File: config.mk
export PLATFORM = sky130hd
export DESIGN_NAME = rom_program_sequencer
export DESIGN_NICKNAME = d
export VERILOG_FILES = /design/src/rtl/rom_program_sequencer.sv
export SDC_FILE = /design/constraint.sdc
export NUM_CORES = 1
export LEC_CHECK = 0
export ABC_AREA = 1
export ABC_CLOCK_PERIOD_IN_PS = 2900
export CORE_ASPECT_RATIO = 1.2
export CORE_UTILIZATION = 60
export DETAILED_ROUTE_END_ITERATION = 16
export PLACE_DENSITY = 0.79
export SYNTH_ARGS = -nofsm -noshare
export SYNTH_HDL_FRONTEND = slang
export SYNTH_SLANG_ARGS = --single-unit
File: constraint.sdc
create_clock -name clk -period 2.9 [get_ports clk]
set_input_delay 0.29 -clock clk [delete_from_list [all_inputs] [get_ports clk]]
set_output_delay 0.29 -clock clk [all_outputs]
set_load 0.05 [all_outputs]
File: src/rtl/rom_program_sequencer.sv
// ---------------------------------------------------------------------------
// rom_program_sequencer
//
// Sequencer for ROM-mode CPU operation. It holds a small writable program
// memory and fetches one instruction at a time. For each instruction it drives
// operands and an opcode into the mode switch that feeds the ALU. It then waits
// a fixed ALU latency, captures the ALU result and advances the program
// counter. Execution stops on a halt instruction, at the end of memory, on a
// stop request, or when mode falls to 0.
//
// Optional feature (compile-time macro SEQ_ACCUM_EN):
//   When defined, an instruction with use_acc=1 takes operand A from the last
//   captured result instead of its own a field, so results can be chained.
//   When undefined, the use_acc bit is ignored.
//
// Instruction word: [20] halt, [19] use_acc, [18:16] opcode, [15:8] a, [7:0] b
//
// Ports:
//   clk           clock; all state updates on the rising edge
//   rst_n         synchronous active-low reset
//   mode          1 = ROM execution enabled (same as the switch select)
//   start         pulse; begin execution at address 0
//   stop          pulse; abort execution
//   prog_we       program-memory write enable (honoured in IDLE/DONE only)
//   prog_addr     program write address
//   prog_data     instruction word to write
//   alu_result    ALU output
//   cpu_a/cpu_b   operands to the switch
//   cpu_opcode    opcode to the switch
//   issue         one-cycle pulse on the first cycle of valid operands
//   result_out    last captured ALU result
//   result_valid  one-cycle pulse when result_out updates
//   pc            current program counter
//   busy          high in FETCH, ISSUE and WAIT
//   done          high in DONE
//
// States:
//   IDLE  | waiting for start with mode=1
//   FETCH | read mem[pc]; a halt word ends the program
//   ISSUE | operands valid, issue pulse high
//   WAIT  | counting down the ALU latency
//   DONE  | program finished; outputs hold
// ---------------------------------------------------------------------------
module rom_program_sequencer #(
    parameter int DEPTH   = 16,
    parameter int ADDR_W  = 4,
    parameter int ALU_LAT = 0
) (
    input  logic              clk,
    input  logic              rst_n,
    input  logic              mode,
    input  logic              start,
    input  logic              stop,
    input  logic              prog_we,
    input  logic [ADDR_W-1:0] prog_addr,
    input  logic [20:0]       prog_data,
    input  logic [7:0]        alu_result,
    output logic [7:0]        cpu_a,
    output logic [7:0]        cpu_b,
    output logic [2:0]        cpu_opcode,
    output logic              issue,
    output logic [7:0]        result_out,
    output logic              result_valid,
    output logic [ADDR_W-1:0] pc,
    output logic              busy,
    output logic              done
);

    typedef enum logic [2:0] {
        S_IDLE,
        S_FETCH,
        S_ISSUE,
        S_WAIT,
        S_DONE
    } state_t;

    localparam logic [2:0]        LAT  = 3'(ALU_LAT);
    localparam logic [ADDR_W-1:0] LAST = ADDR_W'(DEPTH - 1);

    state_t      state;
    state_t      state_nxt;
    logic [20:0] mem [DEPTH];
    logic [20:0] fetch_word;
    logic [7:0]  op_a;
    logic [2:0]  wait_cnt;
    logic        abort;
    logic        capture;
    logic        load_ops;
    logic        restart;

    assign fetch_word = mem[pc];
    assign abort      = stop || !mode;

`ifdef SEQ_ACCUM_EN
    assign op_a = fetch_word[19] ? result_out : fetch_word[15:8];
`else
    logic unused_use_acc;
    assign op_a           = fetch_word[15:8];
    assign unused_use_acc = fetch_word[19];
`endif

    // Writes are accepted only while the sequencer is not running, so the
    // word currently being fetched can never change underneath it.
    always_ff @(posedge clk) begin
        if (prog_we && (state == S_IDLE || state == S_DONE)) begin
            mem[prog_addr] <= prog_data;
        end
    end

    always_ff @(posedge clk) begin
        if (!rst_n) begin
            state <= S_IDLE;
        end else begin
            state <= state_nxt;
        end
    end

    always_comb begin
        state_nxt = state;
        capture   = 1'b0;
        load_ops  = 1'b0;
        restart   = 1'b0;
        case (state)
            S_IDLE: begin
                // stop wins over a simultaneous start
                if (start && mode && !stop) begin
                    state_nxt = S_FETCH;
                    restart   = 1'b1;
                end
            end
            S_FETCH: begin
                if (abort) begin
                    state_nxt = S_IDLE;
                end else if (fetch_word[20]) begin
                    state_nxt = S_DONE;
                end else begin
                    state_nxt = S_ISSUE;
                    load_ops  = 1'b1;
                end
            end
            S_ISSUE: begin
                if (abort) begin
                    state_nxt = S_IDLE;
                end else if (LAT == 3'd0) begin
                    capture = 1'b1;
                end else begin
                    state_nxt = S_WAIT;
                end
            end
            S_WAIT: begin
                if (abort) begin
                    state_nxt = S_IDLE;
                end else if (wait_cnt == 3'd1) begin
                    capture = 1'b1;
                end
            end
            S_DONE: begin
                if (!mode) begin
                    state_nxt = S_IDLE;
                end else if (start) begin
                    state_nxt = S_FETCH;
                    restart   = 1'b1;
                end
            end
            default: state_nxt = S_IDLE;
        endcase
        // End of memory stops execution rather than wrapping to address 0.
        if (capture) begin
            state_nxt = (pc == LAST) ? S_DONE : S_FETCH;
        end
    end

    // Operands are registered on the FETCH->ISSUE edge so they are valid for
    // the whole ISSUE cycle and hold until the next instruction is issued.
    always_ff @(posedge clk) begin
        if (!rst_n) begin
            pc           <= '0;
            cpu_a        <= '0;
            cpu_b        <= '0;
            cpu_opcode   <= '0;
            result_out   <= '0;
            issue        <= 1'b0;
            result_valid <= 1'b0;
            wait_cnt     <= '0;
        end else begin
            issue        <= load_ops;
            result_valid <= capture;
            if (restart) begin
                pc <= '0;
            end else if (capture && pc != LAST) begin
                pc <= pc + 1'b1;
            end
            if (load_ops) begin
                cpu_a      <= op_a;
                cpu_b      <= fetch_word[7:0];
                cpu_opcode <= fetch_word[18:16];
            end
            if (capture) begin
                result_out <= alu_result;
            end
            if (state == S_ISSUE) begin
                wait_cnt <= LAT;
            end else if (state == S_WAIT) begin
                wait_cnt <= wait_cnt - 3'd1;
            end
        end
    end

    assign busy = (state == S_FETCH) || (state == S_ISSUE) || (state == S_WAIT);
    assign done = (state == S_DONE);

endmodule

### Word-level counts from Yosys, hierarchy flattened

Memories as Yosys holds them, arrays and structs flattened. A register that Yosys moved wholly into a read port is not among the register bits.
Index checks and enable logic that the tools add are counted.

* register bits after elaboration: 39
* RAM bits: 336
* input port bits: 39
* output and inout port bits: 35
* logic and storage cells: 62
* memories: 1

Memories
* mem: words 16, bits a word 21, rd ports 1, clocked after Yosys merged registers in 1, wr ports 1, line 82 `logic [20:0] mem [DEPTH];`

* add/subtract/negate cells: 2
* equality and inequality tests: 10
* muxes and demuxes: 24
* bitwise logic cells: 1
* reduce and logical (&&, ||, !) cells: 15

Operators by type and width (number)
* 3-bit two-way mux: 8
* 3-bit case mux with 4 select lines: 1
* 1-bit two-way mux: 11
* 4-bit two-way mux: 2
* 3-bit by 1-bit equality test with 1-bit output, second input constant: 2
* 3-bit by 2-bit equality test with 1-bit output, second input constant: 2
* 2-bit OR reduction: 3
* 4-bit by 1-bit adder with 4-bit output, second input constant: 1
* 4-bit equality test, second input constant: 1
* 1-bit logical AND: 4
* 1-bit logical OR: 4
* 4-bit by 3-bit != test with 1-bit output, second input constant: 1
* 4-bit != test, second input constant: 1
* 1-bit case mux with 2 select lines: 2
* 3-bit equality test, second input constant: 1
* 3-bit zero test: 1
* 3-bit by 1-bit != test with 1-bit output, second input constant: 1
* 3-bit by 2-bit != test with 1-bit output, second input constant: 1
* 3-bit AND reduction: 1
* 3-bit by 1-bit subtractor with 3-bit output, second input constant: 1
* 1-bit zero test: 2
* 1-bit inverter: 1

### Depth between registers and ports, before layout

* depth after elaboration: 7
* gate-level depth with buffers: 13
* mapped depth without buffers: 11

### Least setup slack after synthesis

No wires, ideal clock.

* path kind: register to register
* start: register state[1]
* end: memory mem[0][0] (enable)
* library setup time: 0.397 ns
* data arrival time: 1.671 ns
* data required time: 2.503 ns
* path slack: 0.832 ns
* stages on the path, launching flop included: 6
* buffers on the path: 0
* clock period less this slack: 2.068 ns
* cells stage by stage: dfxtp_1 -> inv_1 -> nand2_1 -> nor2_1 -> nand3_1 -> nor2_1

* word-level cells in the longest chain between the ends: 5
* elaborated cells between the ends (all ways): 6
* those cells by class: eq/ne (1); mux (2); reduce/logical (3)

Ends and longest elaborated chain
* start: declaration: line 80 `state_t state;`
* start signal: assignment: line 114 `state <= state_nxt;`
* 3-bit equality test / 3-bit zero test (equally long branches): line 105 `if (prog_we && (state == S_IDLE || state == S_DONE)) begin`
* 1-bit logical OR (*): line 105
* 1-bit logical AND (*): line 105
* 1-bit two-way mux (*): line 105
* 1-bit two-way mux (implied by the code) (*): line 106 `mem[prog_addr] <= prog_data;`
* end: declaration: line 82

Mark *: on every way between the ends. The rest lies on a longest branch, timed or not.

==> flow_summary_export.csv <==
group,metric,value,unit
route,wirelength,33780,um
yosys,synthesis.area,14560,um2
status,status,"finished clean",
setup_path,critPathLaunchType,"flip-flop",
setup_path,crit_chain,"buf_12, nand2_1, nand3_1, nand3_1, nand3_1, nand3_4, nor2_1, nor2_1",
setup_path,crit_fanout,140,
grt,grtUsageTotal,0.2771,
grt,antenna_found_initial,0,
route,drc,0,
grt,grt_pass1_wl,51380,um
yosys,ys_top_cells_by_area,"edfxtp_1 (66%), nor2_1 (8.9%), dfxtp_1 (5.9%)",
clocking,cts.repair.resized,0,
yosys,syn_inst,1256,
timing,rsz0062_at_grt,"no",
yosys,synth_cell_types,34,
timing,clock.fmax,415.3,MHz
yosys,synth_top_cell_area_share,0.6601,
route,routed_via_density,5.879,
yosys,ys_top_cells_by_count,"nor2_1 (346), edfxtp_1 (320), o21ai_0 (163)",
timing,timing.hold.ws,0.4275,ns
clocking,cts_tree,"done",
timing,fin_skew,0.01274,ns
yosys,synth-edff-count,320,
timing,finalCritPeriodShare,0.8304,
setup_path,slowest_stage,"dfxtp_4",
placed_design,dp_hpwl,18650,um
timing,hold_viol,0,
worst_hold_path,hold_path_class,"primary input to flip-flop",
yosys,syn_nets,1298,
placed_design,dp_worst_setup_slack,0.5264,ns
yosys,async_flop_share,0,
setup_path,worstRegToRegCells,8,
clocking,clock-sinks,363,
pwr,power_density,613.7,nW/um2
placed_design,portBuffers,72,
timing,final_max_slew_viol_count,0,
yosys,yosysMostFrequentCell,"nor2_1",
clocking,cts_htree_levels,2,
yosys,synth_ff_type,"edfxtp_1",
yosys,synth.largest_area_cell,"edfxtp_1",
layout,final_layout_size_suffix_gt1_frac,0.08432,
floorplanning,dieWidth,144.2,um
yosys,avgSynthCellArea,11.59,um2
setup_path,crit_arrival,2.81,ns
yosys,ys_warn_count,0,
route,wire_per_inst,20.20,um
clocking,clk_latency,0.52,ns
timing,tightest_slew,0.6980,ns
clocking,cts_setup_buffers,0,
layout,fin_nets,1372,
floorplanning,dieArea,24890,um2
grt,grt_max_degree,141,
setup_path,regToRegSetupSlack,0.49,ns
pwr,p_leak,5.779,nW
layout,area_growth,14.61,%
yosys,synth-seq-cells,363,
timing,relSlewSlack,0.5298,
clocking,cts_root_buffer,"clkbuf_16",
timing,finalSetupViolCount,0,
grt,overflow,0,
clocking,path_clk_slew,0.07,ns
grt,grt_pass1_vias,9426,
yosys,seq_area_frac_synth,0.7192,
layout,antennaDiodeCount,0,
route,dr.pass1.iters,5,
flow_run,maxCapViolCount,0,
setup_path,end_kind,"flip-flop",
clocking,hold_buffers,0,
clocking,clockBufferDepth,3,
route,drt_iter0_drc,1231,
route,ant_nets,0,
clocking,cts_buffers,34,
setup_path,r2r-end,"cpu_a[2]$_SDFFE_PN0P_",
placed_design,gp_congestion,0.8220,
pwr,ir_worst_vdd,0.0003802,V
setup_path,cp_slowest_stage_delay,0.54,ns
floorplanning,chipHeight,172.6,um
timing,fin_ws,0.4919,ns
route,vias,9830,
floorplanning,core_area,23890,um2
setup_path,criticalPathCategory,"flip-flop to flip-flop",
timing,setup-tns-final,0,ns
timing,post-route-min-period,2.408,ns
floorplanning,ios,74,
setup_path,critPathMostFrequentCell,"nand3_1",
setup_path,crit_required,3.30,ns
setup_path,endpoint,"cpu_a[2]$_SDFFE_PN0P_",
floorplanning,rows,62,
floorplanning,start_util,0.6093,
[cells in the final DEF (no fill, tap or decap), drive strengths merged]
cell type,count
clkbuf,40
dfxtp,43
bufinv,2
edfxtp,320
clkdlybuf4s50,72
or2,3
inv,51
nand3,98
clkinv,12
nor4,1
buf,39
nand2,100
nand3b,2
o21ai,163
xnor2,1
a211oi,2
ha,3
nand4,1
clkinvlp,3
o211ai,39
nor2,346
xor2,1
a21oi,6
o31ai,1
nor3,2
a31oi,1
[critical path: cells and delay by family, from the launching register on]
family,cells,cell delay [ns]
AND/OR/NAND/NOR,7,1.19
flip-flops,1,0.54
buffers and inverters,1,0.49
[how the worst min path moves through the flow]
stage | startpoint | endpoint | slack, ns | cells past startpoint
after detailed placement | result_out[4]$_SDFFE_PN0P_ | result_out[4]$_SDFFE_PN0P_ | 0.48 | 2
after global routing | alu_result[5] | result_out[5]$_SDFFE_PN0P_ | 0.45 | 3
final | alu_result[1] | result_out[1]$_SDFFE_PN0P_ | 0.43 | 3
after CTS | alu_result[5] | result_out[5]$_SDFFE_PN0P_ | 0.43 | 3
after floorplan | prog_data[0] | mem[0][0]$_DFFE_PP_ | 0.39 | 0
after global placement | wait_cnt[2]$_SDFFE_PP0N_ | wait_cnt[2]$_SDFFE_PP0N_ | 0.45 | 2
[registers in the layout, indices dropped and copies added, names as in the netlist, named ones only]
name / count
mem: 320
cpu_a: 8
cpu_b: 8
result_out: 8
pc: 4
cpu_opcode: 3
state: 3
wait_cnt: 3
issue: 1
result_valid: 1
[where the power goes]
part	leakage, nW	switching [mW]	internal (mW)
Combinational	2.04	0.187	0.0846
Clock	0.503	1.83	2.38
Sequential	3.24	0.0143	5.74
[per-layer routing]
layer	GRT usage	up-vias	wire (um)
li1	-	4526	-
met2	0.4455	506	16130
met1	0.3730	4693	13200
met3	0.04569	105	2965
met4	0.1232	0	1490
met5	0	-	0
[logic make-up (layout without fill, tap and decap cells)]
group           count (synthesis)  count (layout)  share of synthesized area
compound gates                212             212                    0.08019
xor+xnor                        2               2                   0.001203
fa+ha+maj                       3               3                   0.002579
buf+inv                       123             219                    0.04220
flops                         363             363                     0.7192
simple gates                  553             553                     0.1546
[cell type report]
| class | instances | area [um2] |
|---|---|---|
| clock buffer | 40 | 894.6 |
| clock inverter | 18 | 142.6 |
| fill | 1618 | 7208 |
| inverter | 50 | 195.2 |
| multi-input combinational | 770 | 3513 |
| sequential | 363 | 10480 |
| tap | 320 | 400.4 |
| timing repair buffer | 111 | 1064 |
[per-stage QoR]
step	cells	util	total power [mW]	cell area, um2
2_1_floorplan	1256	-	5.966	14560
3_3_place_gp	1614	0.6549	6.123	15650
3_5_place_dp	1614	0.6549	6.135	15650
4_1_cts	1672	0.6983	10.27	16680
5_1_grt	1672	0.6983	10.49	16680
6_report	1672	0.6983	10.24	16680
(Power assumes the default switching activity.)
